$ cat src/rtl/tinycpu_mem_pkg.sv
// tinycpu_mem_pkg: arbiter FSM encoding and default bus widths shared by the RAM path and its bench
package tinycpu_mem_pkg;
    typedef enum logic [1:0] {ST_IDLE, ST_CMD, ST_WAIT} arb_state_t;
    localparam int ADDR_W_DEF = 8;
    localparam int DATA_W_DEF = 8;
endpackage

$ cat src/rtl/mem_arbiter_rr_if.sv
// mem_arbiter_rr_if: requester handshake plus RAM command bus; master is the environment, slave the arbiter
interface mem_arbiter_rr_if
    import tinycpu_mem_pkg::*;
#(
    parameter int NUM_PORTS = 3,
    parameter int ADDR_W    = ADDR_W_DEF,
    parameter int DATA_W    = DATA_W_DEF
);
    localparam int ID_W = $clog2(NUM_PORTS);
    logic [NUM_PORTS-1:0]        req;
    logic [NUM_PORTS-1:0]        req_we;
    logic [NUM_PORTS*ADDR_W-1:0] req_addr;
    logic [NUM_PORTS*DATA_W-1:0] req_wdata;
    logic [NUM_PORTS-1:0]        ack;
    logic [DATA_W-1:0]           rdata;
    logic [ID_W-1:0]             grant_id;
    logic                        busy;
    logic                        mem_en;
    logic                        mem_we;
    logic [ADDR_W-1:0]           mem_addr;
    logic [DATA_W-1:0]           mem_di;
    logic [DATA_W-1:0]           mem_do;
    modport master (
        output req, req_we, req_addr, req_wdata, mem_do,
        input  ack, rdata, grant_id, busy, mem_en, mem_we, mem_addr, mem_di
    );
    modport slave (
        input  req, req_we, req_addr, req_wdata, mem_do,
        output ack, rdata, grant_id, busy, mem_en, mem_we, mem_addr, mem_di
    );
endinterface

$ cat src/rtl/mem_arbiter_rr_pick.sv
// rr_pick: round-robin search for the first unmasked requester after the last granted port
module rr_pick #(
    parameter int NUM_PORTS = 3,
    localparam int ID_W = $clog2(NUM_PORTS)
) (
    input  logic [NUM_PORTS-1:0] i_req,
    input  logic [NUM_PORTS-1:0] i_mask,
    input  logic [ID_W-1:0]      i_last,
    output logic                 o_valid,
    output logic [ID_W-1:0]      o_winner
);
    logic [NUM_PORTS-1:0] w_cand;
    logic [ID_W-1:0]      w_pos;
    assign w_cand = i_req & ~i_mask;
    // walk from the farthest position to the nearest so the nearest candidate is kept last
    always_comb begin
        o_valid  = 1'b0;
        o_winner = '0;
        w_pos    = '0;
        for (int k = NUM_PORTS; k >= 1; k--) begin
            w_pos = ID_W'((int'(i_last) + k) % NUM_PORTS);
            if (w_cand[w_pos]) begin
                o_valid  = 1'b1;
                o_winner = w_pos;
            end
        end
    end
endmodule

$ cat src/rtl/mem_arbiter_rr.sv
// mem_arbiter_rr: serialises N requesters onto one synchronous RAM port with round-robin fairness
module mem_arbiter_rr
    import tinycpu_mem_pkg::*;
#(
    parameter int NUM_PORTS  = 3,
    parameter int ADDR_W     = ADDR_W_DEF,
    parameter int DATA_W     = DATA_W_DEF,
    parameter int RD_LATENCY = 1
) (
    input logic            clk,
    input logic            reset,
    mem_arbiter_rr_if.slave io_bus
);
    localparam int ID_W = $clog2(NUM_PORTS);
    localparam int CNT_W = (RD_LATENCY > 1) ? $clog2(RD_LATENCY) : 1;
    localparam logic [CNT_W-1:0] CNT_LOAD = CNT_W'(RD_LATENCY - 1);

    arb_state_t           r_state, w_next;
    logic [CNT_W-1:0]     r_cnt;
    logic [ID_W-1:0]      r_last, r_grant, w_win;
    logic                 r_mem_en, r_mem_we;
    logic [ADDR_W-1:0]    r_mem_addr;
    logic [DATA_W-1:0]    r_mem_di;
    logic                 w_done, w_arb, w_valid, w_grant, w_busy;
    logic [NUM_PORTS-1:0] w_mask, w_ack;

    assign w_done  = (r_state == ST_WAIT) && (r_cnt == '0);
    assign w_arb   = (r_state == ST_IDLE) || w_done;
    assign w_mask  = w_done ? (NUM_PORTS'(1) << r_grant) : '0;
    assign w_grant = w_arb && w_valid;

    rr_pick #(.NUM_PORTS(NUM_PORTS)) u_pick (
        .i_req    (io_bus.req),
        .i_mask   (w_mask),
        .i_last   (r_last),
        .o_valid  (w_valid),
        .o_winner (w_win)
    );

    // state register
    always_ff @(posedge clk) r_state <= reset ? ST_IDLE : w_next;

    // one command cycle, then wait out the read latency and re-arbitrate on completion
    always_comb begin
        w_next = (r_state == ST_CMD) ? ST_WAIT : w_arb ? (w_valid ? ST_CMD : ST_IDLE) : r_state;
    end

    // completion pulse for the port in flight; suppressed while reset aborts the access
    always_comb begin
        w_ack  = (w_done && !reset) ? (NUM_PORTS'(1) << r_grant) : '0;
        w_busy = (r_state != ST_IDLE);
    end

    // latency counter, grant bookkeeping and the RAM command, which is zero outside its cycle
    always_ff @(posedge clk) begin
        if (reset) begin
            r_cnt      <= '0;
            r_last     <= ID_W'(NUM_PORTS - 1);
            r_grant    <= '0;
            r_mem_en   <= 1'b0;
            r_mem_we   <= 1'b0;
            r_mem_addr <= '0;
            r_mem_di   <= '0;
        end else begin
            r_cnt      <= (r_state == ST_CMD) ? CNT_LOAD : (r_cnt != '0) ? r_cnt - 1'b1 : r_cnt;
            r_mem_en   <= w_grant;
            r_mem_we   <= w_grant && io_bus.req_we[w_win];
            r_mem_addr <= w_grant ? io_bus.req_addr[w_win*ADDR_W +: ADDR_W] : '0;
            r_mem_di   <= w_grant ? io_bus.req_wdata[w_win*DATA_W +: DATA_W] : '0;
            if (w_grant) begin
                r_last  <= w_win;
                r_grant <= w_win;
            end
        end
    end

    assign io_bus.ack      = w_ack;
    assign io_bus.rdata    = io_bus.mem_do;
    assign io_bus.grant_id = r_grant;
    assign io_bus.busy     = w_busy;
    assign io_bus.mem_en   = r_mem_en;
    assign io_bus.mem_we   = r_mem_we;
    assign io_bus.mem_addr = r_mem_addr;
    assign io_bus.mem_di   = r_mem_di;
endmodule

$ cat src/flat_wrapper.sv
// flat-port wrapper written by rule: the top's interface ports become plain ports
module mem_arbiter_rr_flat import tinycpu_mem_pkg::*;
#(
    parameter int NUM_PORTS  = 3,
    parameter int ADDR_W     = ADDR_W_DEF,
    parameter int DATA_W     = DATA_W_DEF,
    parameter int RD_LATENCY = 1
)
  (clk, reset, io_bus_req, io_bus_req_we, io_bus_req_addr, io_bus_req_wdata, io_bus_mem_do, io_bus_ack, io_bus_rdata, io_bus_grant_id, io_bus_busy, io_bus_mem_en, io_bus_mem_we, io_bus_mem_addr, io_bus_mem_di);
  mem_arbiter_rr_if #(.NUM_PORTS(NUM_PORTS), .ADDR_W(ADDR_W), .DATA_W(DATA_W)) io_bus_i ();
  input logic clk;
  input logic reset;
  input wire logic [$bits(io_bus_i.req)-1:0] io_bus_req;
  input wire logic [$bits(io_bus_i.req_we)-1:0] io_bus_req_we;
  input wire logic [$bits(io_bus_i.req_addr)-1:0] io_bus_req_addr;
  input wire logic [$bits(io_bus_i.req_wdata)-1:0] io_bus_req_wdata;
  input wire logic [$bits(io_bus_i.mem_do)-1:0] io_bus_mem_do;
  output wire logic [$bits(io_bus_i.ack)-1:0] io_bus_ack;
  output wire logic [$bits(io_bus_i.rdata)-1:0] io_bus_rdata;
  output wire logic [$bits(io_bus_i.grant_id)-1:0] io_bus_grant_id;
  output wire logic [$bits(io_bus_i.busy)-1:0] io_bus_busy;
  output wire logic [$bits(io_bus_i.mem_en)-1:0] io_bus_mem_en;
  output wire logic [$bits(io_bus_i.mem_we)-1:0] io_bus_mem_we;
  output wire logic [$bits(io_bus_i.mem_addr)-1:0] io_bus_mem_addr;
  output wire logic [$bits(io_bus_i.mem_di)-1:0] io_bus_mem_di;
  assign io_bus_i.req = io_bus_req;
  assign io_bus_i.req_we = io_bus_req_we;
  assign io_bus_i.req_addr = io_bus_req_addr;
  assign io_bus_i.req_wdata = io_bus_req_wdata;
  assign io_bus_i.mem_do = io_bus_mem_do;
  assign io_bus_ack = io_bus_i.ack;
  assign io_bus_rdata = io_bus_i.rdata;
  assign io_bus_grant_id = io_bus_i.grant_id;
  assign io_bus_busy = io_bus_i.busy;
  assign io_bus_mem_en = io_bus_i.mem_en;
  assign io_bus_mem_we = io_bus_i.mem_we;
  assign io_bus_mem_addr = io_bus_i.mem_addr;
  assign io_bus_mem_di = io_bus_i.mem_di;
  mem_arbiter_rr #(.NUM_PORTS(NUM_PORTS), .ADDR_W(ADDR_W), .DATA_W(DATA_W), .RD_LATENCY(RD_LATENCY)) u_core (.clk(clk), .reset(reset), .io_bus(io_bus_i));
endmodule
$ cat config.mk
export PLATFORM = sky130hd
export DESIGN_NAME = mem_arbiter_rr_flat
export DESIGN_NICKNAME = d
export VERILOG_FILES = /design/src/rtl/tinycpu_mem_pkg.sv /design/src/rtl/mem_arbiter_rr_if.sv /design/src/rtl/mem_arbiter_rr_pick.sv /design/src/rtl/mem_arbiter_rr.sv /design/src/flat_wrapper.sv
export SDC_FILE = /design/constraint.sdc
export NUM_CORES = 1
export LEC_CHECK = 0
export CORE_ASPECT_RATIO = 1.25
export CORE_MARGIN = 2
export CORE_UTILIZATION = 31
export DETAILED_ROUTE_END_ITERATION = 10
export PLACE_DENSITY = 0.76
export SYNTH_ARGS = -nofsm -noshare
export SYNTH_HDL_FRONTEND = slang
export SYNTH_SLANG_ARGS = --single-unit
$ cat constraint.sdc
create_clock -name clk -period 2.6 [get_ports clk]
set_clock_uncertainty 0.2 [all_clocks]
set_input_delay 0.39 -clock clk [delete_from_list [all_inputs] [get_ports clk]]
set_output_delay 0.39 -clock clk [all_outputs]
set_load 0.05 [all_outputs]
# Word-level counts from Yosys, hierarchy flattened
# Index checks and enable logic that the tools add are counted.
# totals
out_inout_bits	32
regBits	25
inputBits	64
word_cells	60
# classes
shifts	3
n_bitwise	4
n_eq_ne	2
muxes	19
n_lt_le_gt_ge	4
n_div	3
n_addsub	4
n_reduce_logical	12
# ops
operator	count
$mod 32x3->32 const B	3
$shiftx 24x6->8	2
$lt 2x3->1 const B	4
$mux 2	5
$bmux 1 s2	4
$mux 1	8
$add 2x2->3 const B	2
$mux 3	2
$logic_and 1x1->1	4
$reduce_bool 2->1	2
$reduce_or 2->1	2
$add 2x1->3 const B	1
$and 3x3->3	1
$not 3->3	1
$reduce_or 3->1	1
$shl 1x2->3 const A	1
$eq 2x1->1 const B	1
$eq 2x2->1 const B	1
$logic_not 2->1	1
$not 1->1	2
$logic_not 1->1	1
$logic_or 1x1->1	1
$sub 1x1->1 const B	1

# Depth between registers and ports, before layout
# Gate-level depths: netlist (run 1).
# logic_depth
ltp_word	13
ltp_mapped	10
depth_no_buf	7

# By module
# Synthesis (run 1) repeated with hierarchy kept, for this count alone.
# hier_totals
cells_unflattened	168
area_unflattened_um2	1478.9
# by_module_without_submodules
module	area_each_um2	seq_area_each_um2	cells_each	instances
mem_arbiter_rr	1241.2	480.5	138	1
rr_pick	237.7	0.0	30	1

# Least setup slack after synthesis (run 1)
# No wires, ideal clock.
# synth_timing
kind	register to register
startpoint	register u_core.r_grant[0], in the netlist u_core.io_bus.grant_id[0]
endpoint	register u_core.r_mem_addr[2], in the netlist u_core.io_bus.mem_addr[2]
arrival_time_ns	2.550
synth_period_minus_slack_ns	2.836
setup_time_ns	0.086
required_ns	2.314
path_buffers	3
slack_ns	-0.236
path_stages_with_launch	11
cell_sequence	dfxtp_1 -> clkbuf_1 -> inv_1 -> ha_1 -> and2_1 -> o311a_1 -> or4_1 -> buf_4 -> buf_6 -> mux2i_1 -> a211oi_1
# synth_between
elab_chain_cells	12
elab_cells_between_ends	20
cone_classes	shift: 2; mux: 13; bitwise: 3; reduce/logical: 2
# synth_rtl
item	line	source
from (decl)	mem_arbiter_rr.sv:20	logic [ID_W-1:0] r_last, r_grant, w_win;
from (signal assigned)	mem_arbiter_rr.sv:72	r_grant <= w_win;
$shl 1x2->3 *	mem_arbiter_rr.sv:29	assign w_mask = w_done ? (NUM_PORTS'(1) << r_grant) : '0;
$mux 3 *	mem_arbiter_rr.sv:29	
$not 3->3 *	mem_arbiter_rr_pick.sv:14	assign w_cand = i_req & ~i_mask;
$and 3x3->3 *	mem_arbiter_rr_pick.sv:14	
branches (longest 8 deep; another with $shiftx 24x6->8)	-	
to (signal assigned)	mem_arbiter_rr.sv:68	r_mem_addr <= w_grant ? io_bus.req_addr[w_win*ADDR_W +: ADDR_W] : '0;
to (decl)	mem_arbiter_rr.sv:22	logic [ADDR_W-1:0] r_mem_addr;
# Every way passes the cells marked *. The select of a mux whose other input is x is not followed.
# A chain may end at the register's enable or synchronous reset.

# Worst setup path in the final report (run 1)
# layout_timing
startpoint	register u_core.r_grant[0], in the netlist u_core.io_bus.grant_id[0]
endpoint	register u_core.r_mem_di[4], in the netlist u_core.io_bus.mem_di[4]
# layout_between
elab_chain_cells	12
elab_cells_between_ends	20
cone_classes	shift: 2; mux: 13; bitwise: 3; reduce/logical: 2
# layout_rtl
item	line	source
$shl 1x2->3 *	mem_arbiter_rr.sv:29	
$mux 3 *	mem_arbiter_rr.sv:29	
$not 3->3 *	mem_arbiter_rr_pick.sv:14	
$and 3x3->3 *	mem_arbiter_rr_pick.sv:14	
branches (longest 8 deep; another with $shiftx 24x6->8)	-	
to (signal assigned)	mem_arbiter_rr.sv:69	r_mem_di <= w_grant ? io_bus.req_wdata[w_win*DATA_W +: DATA_W] : '0;
to (decl)	mem_arbiter_rr.sv:23	logic [DATA_W-1:0] r_mem_di;
# Marks and branches as above.

==> reports/metrics.yaml, run 1 <==
worstHoldPathType: "reg -> reg"
cts.sink_count: 24
htreeDepth: 1
core_um2: 4100
tns_ps: 0
row_count: 26
synth_flop_cell: "dfxtp_1"
endpoint_kind: "flop"
peakVddDrop_mv: 0.440
antenna_cells: 0
synth_top_area_share_pct: 36.2
synthCells: 144
tightest_slew_ps: 538
grt_pass1_wl_um: 6090
p_leak_nw: 0.889
worst-path-buf-inv: 2
post-route-min-period_ps: 2520
cp.depth: 8
synthArstFlopShare_pct: 0
ys_top_cells_by_count: "24 x dfxtp_1, 19 x mux2i_1, 18 x a211oi_1"
yosys_warnings: 0
switchingPower_w: 0.00104
placed_area_um2: 2190
cp_cell_sequence: "inv_1, ha_4, and2_1, o311a_1, or4_1, buf_12, mux2i_1, a211oi_1"
grt_max_degree: 20
clk_pin_slew_ps: 80
drc: 0
setup_violations: 0
clk_latency_ps: 260
dr_total_vias: 1357
path_class: "reg -> reg"
synth_edf_count: 0
netlist_area_um2: 1330
area_growth_pct: 69.7
die_area_um2: 4830
relSlewSlack_pct: 64.0
avgSynthCellArea_um2: 9.22
slew_viol_final: 0
final_antenna_net_count: 0
yosysTopAreaCell: "dfxtp_1"
design_area_um2: 2250
power.density_cell_area_nw_per_um2: 1010
path_delay_family: "simple AND/OR/NAND/NOR gates"
grt_pass1_vias: 1365
grt_overflow: 0
clkPwrFrac_pct: 10.7
cts_made_buffers: 3
grt.total_usage_pct: 15.5
crit_slowest_cell: "or4_1"
drt-initial-drc-count: 39
first_pass_iters: 4
gp_congestion: 0.859
dp.cells: 266
cp_max_fo: 18
status: "finished clean"
switching_share_pct: 45.9
yosysMostFrequentCell: "dfxtp_1"
wl_per_cell_um: 14.0
timing.final.hold_violations: 0
ys_types: 34
synth-seq-area-share_pct: 36.2
syn_nets: 210
ff2ff_path_depth: 8
cts_tree: "built"
fin_cells: 270
whs_path_depth: 2
whs_ps: 289
cp.arrival_ps: 2490
pwr-share-seq_pct: 23.8
die_height_um: 77.2
vias_per_cell: 5.03
cap_violations: 0
routed_wl_um: 3790
root_buffer: "clkbuf_8"
combPwrFrac_pct: 65.5
total_power_w: 0.00227
ys_ff_latch: 24
ioPinCount: 96
cp_slowest_stage_delay_ps: 530
start_util_pct: 32.4
antenna_found_initial: 0
cts.path.max_buffers: 2
drive_above_1_share_pct: 11.7
hpwl_um: 2840
synth_area_leaders: "dfxtp_1 36%, mux2i_1 14%, a211oi_1 10%"
port_buffers: 79
start_kind: "flop"
die_x_um: 62.5
cp.required_ps: 2570
min_period_over_period_pct: 96.8
rsz0062_at_grt: "no"
internal_power_w: 0.00123
fmax_mhz: 397
nets: 281
kinds of logic after synthesis:
kind of cell             count (synthesis)  share of synthesized area (%)
AO/OA/AOI/OAI                           33                           18.1
adder cells (fa/ha/maj)                  3                           2.64
buffers and inverters                   26                           11.0
flip-flops                              24                           36.2
multiplexers                            20                           15.2
other                                    1                          0.282
AND/OR/NAND/NOR                         37                           16.6
registers in the layout, indices dropped and copies added (netlist names):
| signal | flops |
|---|---|
| u_core.io_bus.grant_id | 2 |
| u_core.r_last | 1 |
| u_core.io_bus.mem_we | 1 |
| u_core.r_cnt | 1 |
| u_core.io_bus.mem_en | 1 |
| u_core.r_state | 2 |
| u_core.io_bus.mem_addr | 8 |
| u_core.io_bus.mem_di | 8 |
tightest hold or removal path, delay by kind of cell (launching register included):
family	cells	cell delay, ps
flip-flops	1	340
AND/OR/NAND/NOR	1	50
multiplexers	1	60
worst paths after layout:
check                             from  slack (ps)                        end
max          u_core.io_bus.grant_id[0]          80    u_core.io_bus.mem_di[4]
min reg2reg  u_core.io_bus.grant_id[1]         290  u_core.io_bus.grant_id[1]
max reg2reg  u_core.io_bus.grant_id[0]          80    u_core.io_bus.mem_di[4]
min          u_core.io_bus.grant_id[1]         290  u_core.io_bus.grant_id[1]
area by class of cell:
type | count | area [um^2]
fillers | 403 | 1850
repair buffers | 88 | 901
flip-flops and latches | 24 | 483
multi-input cells | 94 | 728
clock buffers | 4 | 55.1
inverters | 4 | 15.0
well taps | 56 | 70.1
what timing repair did:
item	4_1_cts	5_1_grt
setup endpoints to repair	0	17
gates resized for setup	0	1
buffers inserted	0	0
hold buffers	0	0
layer usage:
metal | vias to the layer above | part of all wire, % | GRT usage [%]
li1 | 680 | - | -
met2 | 55 | 53 | 27.3
met3 | 10 | 5.8 | 2.35
met5 | - | 0 | 0
met4 | 0 | 3.4 | 8.44
met1 | 612 | 38 | 17.8
layout by cell type, fill, tap and decap left out, types with 2 or more instances in the layout:
| cell type | instances |
|---|---|
| or4_1 | 2 |
| buf_12 | 4 |
| o21ai_1 | 3 |
| mux2i_1 | 19 |
| inv_1 | 4 |
| dfxtp_1 | 22 |
| nand2_1 | 5 |
| nor4_1 | 17 |
| nor3_1 | 2 |
| a21oi_1 | 4 |
| a211oi_1 | 17 |
| dfxtp_2 | 2 |
| nor2_1 | 2 |
| clkbuf_8 | 4 |
| buf_4 | 8 |
| and2_1 | 2 |
| clkdlybuf4s50_1 | 76 |
power groups by stage:
stage | registers, W | clock network, W | logic (W)
finish | 0.000540 | 0.000243 | 0.00149
global route | 0.000554 | 0.000271 | 0.00158
CTS | 0.000540 | 0.000251 | 0.00149
detailed placement | 0.000548 | 0 | 0.00148
global placement | 0.000546 | 0 | 0.00147
floorplan | 0.000864 | 0 | 0.000730
metrics by stage:
step | utilization [%] | setup WS [ps]
after global routing | 54.9 | 16.8
after global placement | 53.5 | 152
final | 54.9 | 83.1
after CTS | 54.8 | 68.1
after floorplan | - | 11.4
after detailed placement | 53.5 | 93.7
Power figures use the tool's default switching activity.
==> inputs of run 2 (changes only) <==
--- a/config.mk
+++ b/config.mk
@@ -5,7 +5,7 @@
 export SDC_FILE = /design/constraint.sdc
 export NUM_CORES = 1
 export LEC_CHECK = 0
-export CORE_ASPECT_RATIO = 1.25
+export CORE_ASPECT_RATIO = 1.5
 export CORE_MARGIN = 2
 export CORE_UTILIZATION = 31
 export DETAILED_ROUTE_END_ITERATION = 10
==> run 2 against run 1 <==
  * Non-clock buffer count increased by 5
  * Flip-flop and latch count unchanged
  * Largest cell class unchanged
  * First-iteration DRC count decreased by 62%
  * Critical path type unchanged
==> reports/metrics.yaml, run 2 (synthesis gave the netlist of run 1 again) <==
antenna_found_initial: 0
worstHoldPathType: "reg -> reg"
whs_ps: 277
port_buffers: 79
routed_wl_um: 3900
r2r-start: "u_core.io_bus.grant_id[0]"
drt-initial-drc-count: 15
relSlewSlack_pct: 63.8
rsz0062_at_grt: "no"
start_util_pct: 31.8
place_ws_ps: 79.2
grt_pass1_vias: 1375
start_kind: "flop"
cp.arrival_ps: 2470
gp_congestion: 0.859
total_power_w: 0.00241
antenna_cells: 0
fin_cells: 265
min_period_over_period_pct: 95.8
whs_path_depth: 2
setup_violations: 0
drive_above_1_share_pct: 15.1
final_common_cell: "clkdlybuf4s50_1"
dp.cells: 261
core_um2: 4170
die_x_um: 57.4
reg2reg_to: "u_core.io_bus.mem_di[0]"
final_cell_mix: "76 x clkdlybuf4s50_1, 22 x dfxtp_1, 19 x mux2i_1"
wl_per_cell_um: 14.7
drc: 0
clk_pin_slew_ps: 90
cap_violations: 0
post-route-min-period_ps: 2490
hpwl_um: 2990
hold_path_end: "u_core.io_bus.grant_id[1]"
timing.final.hold_violations: 0
cts.path.max_buffers: 2
dr_total_vias: 1389
vias_per_cell: 5.24
die_height_um: 84.1
hp-start: "u_core.io_bus.grant_id[1]"
endpoint_kind: "flop"
peakVddDrop_mv: 0.633
cts.sink_count: 24
r2r_slack_ps: 110
area_growth_pct: 74.7
p_leak_nw: 0.928
grt.total_usage_pct: 16.3
nets: 286
path_class: "reg -> reg"
cp_max_fo: 18
cts_tree: "built"
root_buffer: "clkbuf_8"
power.density_cell_area_nw_per_um2: 1040
final_antenna_net_count: 0
ioPinCount: 96
tightest_slew_ps: 541
fmax_mhz: 402
clk_latency_ps: 270
tns_ps: 0
first_pass_iters: 4
cts_made_buffers: 3
status: "finished clean"
grt_pass1_wl_um: 6250
grt_overflow: 0
ff2ff_path_depth: 8
grt_max_degree: 20
die_area_um2: 4830
cp.required_ps: 2580
worst_slack_ps: 110
post_cts_buffers: 0
htreeDepth: 1
row_count: 29
slew_viol_final: 0
==> run 2: critical path, cell delays in order, from the launching register on <==
cell      delay [ps]
dfxtp_2          330
inv_1            130
ha_4             220
and2_1           160
o311a_1          280
or4_1            530
buf_12           190
mux2i_1          120
a211oi_1         230
==> run 2: cell type report <==
| type | instances | area (um^2) |
|---|---|---|
| clock inverter | 1 | 30.0 |
| fill | 359 | 1850 |
| timing repair buffer | 93 | 951 |
| tap | 46 | 57.6 |
| multi-input combinational | 94 | 742 |
| sequential | 24 | 483 |
| inverter | 4 | 15.0 |
| clock buffer | 3 | 41.3 |
==> run 2: worst max path at each step <==
stage	start	end	slack [ps]	cells after the start
6_report	u_core.io_bus.grant_id[0]	u_core.io_bus.mem_di[0]	110	8
5_1_grt	u_core.io_bus.grant_id[0]	u_core.io_bus.mem_di[7]	9	8
4_1_cts	u_core.r_state[0]	u_core.io_bus.mem_addr[0]	60	7
3_5_place_dp	u_core.r_state[0]	u_core.io_bus.mem_addr[2]	80	7
3_3_place_gp	u_core.r_state[0]	u_core.io_bus.mem_di[5]	80	7
2_1_floorplan	u_core.io_bus.grant_id[0]	u_core.io_bus.mem_addr[2]	10	10
==> run 2: what timing repair did <==
| action | CTS | global route |
|---|---|---|
| gates resized for setup | 0 | 5 |
| hold buffers | 0 | 0 |
| setup endpoints to repair | 0 | 17 |
==> run 2: stage by stage <==
stage	area (um^2)	util, %
floorplan	1360	-
global placement	2230	53.4
detailed placement	2230	53.4
CTS	2300	55.1
global route	2320	55.6
finish	2320	55.6
==> run 2: report_power, final <==
part / total (W) / internal (W) / switching, W
combinational: 0.00155 / 0.000646 / 0.000899
clock: 0.000329 / 0.000206 / 0.000123
sequential: 0.000535 / 0.000487 / 0.0000482
==> run 2: layer usage <==
metal	track usage [%]	vias up	wire (um)
li1	-	687	-
met1	18.1	646	1440
met2	29.8	46	2180
met3	2.16	10	210
met4	7.61	0	73
met5	0	-	0
==> inputs of run 3 (changes only) <==
--- a/config.mk
+++ b/config.mk
@@ -9,7 +9,10 @@
 export CORE_MARGIN = 2
 export CORE_UTILIZATION = 31
 export DETAILED_ROUTE_END_ITERATION = 10
+export MAX_ROUTING_LAYER = met4
 export PLACE_DENSITY = 0.76
+export REMOVE_ABC_BUFFERS = 1
+export SLEW_MARGIN = 20
 export SYNTH_ARGS = -nofsm -noshare
 export SYNTH_HDL_FRONTEND = slang
 export SYNTH_SLANG_ARGS = --single-unit
==> run 3 against run 2 <==
  * Core utilization fell by 0.72 points
  * Sequential share of layout area rose by 0.16 points
  * Wire length fell by 2.4%
  * Final cell count did not move
  * Largest cell class unchanged
  * Largest power group unchanged
==> reports/metrics.yaml, run 3 (synthesis gave the netlist of run 1 again) <==
status: "finished clean"
dr_total_vias: 1404
antenna_found_initial: 0
drive_above_1_share_pct: 13.7
design_area_um2: 2290
seqCellArea_um2: 480
first_pass_iters: 4
routed_wl_um: 3810
cp_cell_sequence: "inv_1, ha_1, and2_1, o311a_1, or4_4, buf_12, mux2i_1, a211oi_1"
peakVddDrop_mv: 0.805
r2r_slack_ps: 70
root_buffer: "clkbuf_8"
place_ws_ps: 65.8
wl_per_cell_um: 14.4
clk_latency_ps: 260
cts_hold_buf: 0
cp.arrival_ps: 2500
gp_congestion: 0.750
min_period_over_period_pct: 97.2
grt_pass1_vias: 1454
cts_made_buffers: 3
port_buffers: 79
fmax_mhz: 396
total_power_w: 0.00238
post_cts_resize_count: 0
row_count: 29
final_common_cell: "clkdlybuf4s50_1"
die_height_um: 84.1
cp_slowest_stage_delay_ps: 500
die_area_um2: 4830
start_kind: "flop"
grt_max_degree: 19
cts.sink_count: 24
relSlewSlack_pct: 63.0
clk_pin_slew_ps: 90
timing.final.hold_violations: 0
ioPinCount: 96
tightest_slew_ps: 554
nets: 286
grt_overflow: 0
hpwl_um: 3000
grt.total_usage_pct: 16.5
cap_violations: 0
worstHoldPathType: "reg -> reg"
die_x_um: 57.4
path_class: "reg -> reg"
post_cts_buffers: 0
fillers: 374
final_antenna_net_count: 0
multi_input_area_um2: 727
grt_pass1_wl_um: 6290
antenna_cells: 0
reg2reg_to: "u_core.io_bus.mem_di[5]"
cp.required_ps: 2580
slew_viol_final: 0
critPathCapture: "u_core.io_bus.mem_di[5]"
r2r-start: "u_core.io_bus.grant_id[0]"
endpoint_kind: "flop"
hp-start: "u_core.r_state[1]"
power.density_cell_area_nw_per_um2: 1040
drc: 0
core_um2: 4170
area_growth_pct: 72.5
worstSetupStartpoint: "u_core.io_bus.grant_id[0]"
placed_area_um2: 2190
cp_max_fo: 18
post-route-min-period_ps: 2530
final_cell_mix: "76 x clkdlybuf4s50_1, 24 x dfxtp_1, 19 x mux2i_1"
worst_slack_ps: 73.7
crit_slowest_cell: "or4_4"
cts.path.max_buffers: 2
vias_per_cell: 5.30
setup_violations: 0
htreeDepth: 1
cts_tree: "built"
tns_ps: 0
start_util_pct: 31.8
drt-initial-drc-count: 32
whs_ps: 299
ff2ff_path_depth: 8
p_leak_nw: 0.920
## run 3: worst min-delay path by stage
stage                                      to  slack [ps]  cells after the start
global route        u_core.io_bus.grant_id[1]         330                      2
detailed placement          u_core.r_state[0]         290                      2
finish                      u_core.r_state[0]         300                      2
floorplan                   u_core.r_state[0]         260                      1
global placement    u_core.io_bus.grant_id[1]         270                      2
CTS                         u_core.r_state[0]         300                      2
## run 3: layer usage
layer  global-route usage (%)  routed length (um)
met3                     4.31                 271
met1                     17.0                1360
met2                     30.1                2090
met4                     4.65                  86
met5                        -                   0
## run 3: metrics by stage
| stage | instances | util, % |
|---|---|---|
| 2_1_floorplan | 122 | - |
| 3_3_place_gp | 261 | 52.4 |
| 3_5_place_dp | 261 | 52.4 |
| 4_1_cts | 265 | 54.2 |
| 5_1_grt | 265 | 54.9 |
| 6_report | 265 | 54.9 |
## run 3: final cells by class
cell class	count	share of cell area [%]
sequential	24	21.0
tap	46	2.51
inverter	4	0.656
clock inverter	1	1.31
multi-input combinational	94	31.7
clock buffer	3	1.80
timing repair buffer	93	41.0
## run 3: worst max-delay path, delay by kind of cell, from the launching register on
kind / cells / cell delay (ps)
AOI/OAI and AO/OA: 2 / 540
adders and majority gates: 1 / 300
buffers and inverters: 2 / 240
DFF: 1 / 330
muxes: 1 / 130
and+or+nand+nor: 2 / 690
## run 3: where the power goes
group / switching (W) / total (W) / internal, W
logic: 0.000891 / 0.00153 / 0.000634
clock network: 0.000118 / 0.000324 / 0.000206
registers: 0.0000452 / 0.000530 / 0.000485
total: 0.00105 / 0.00238 / 0.00133
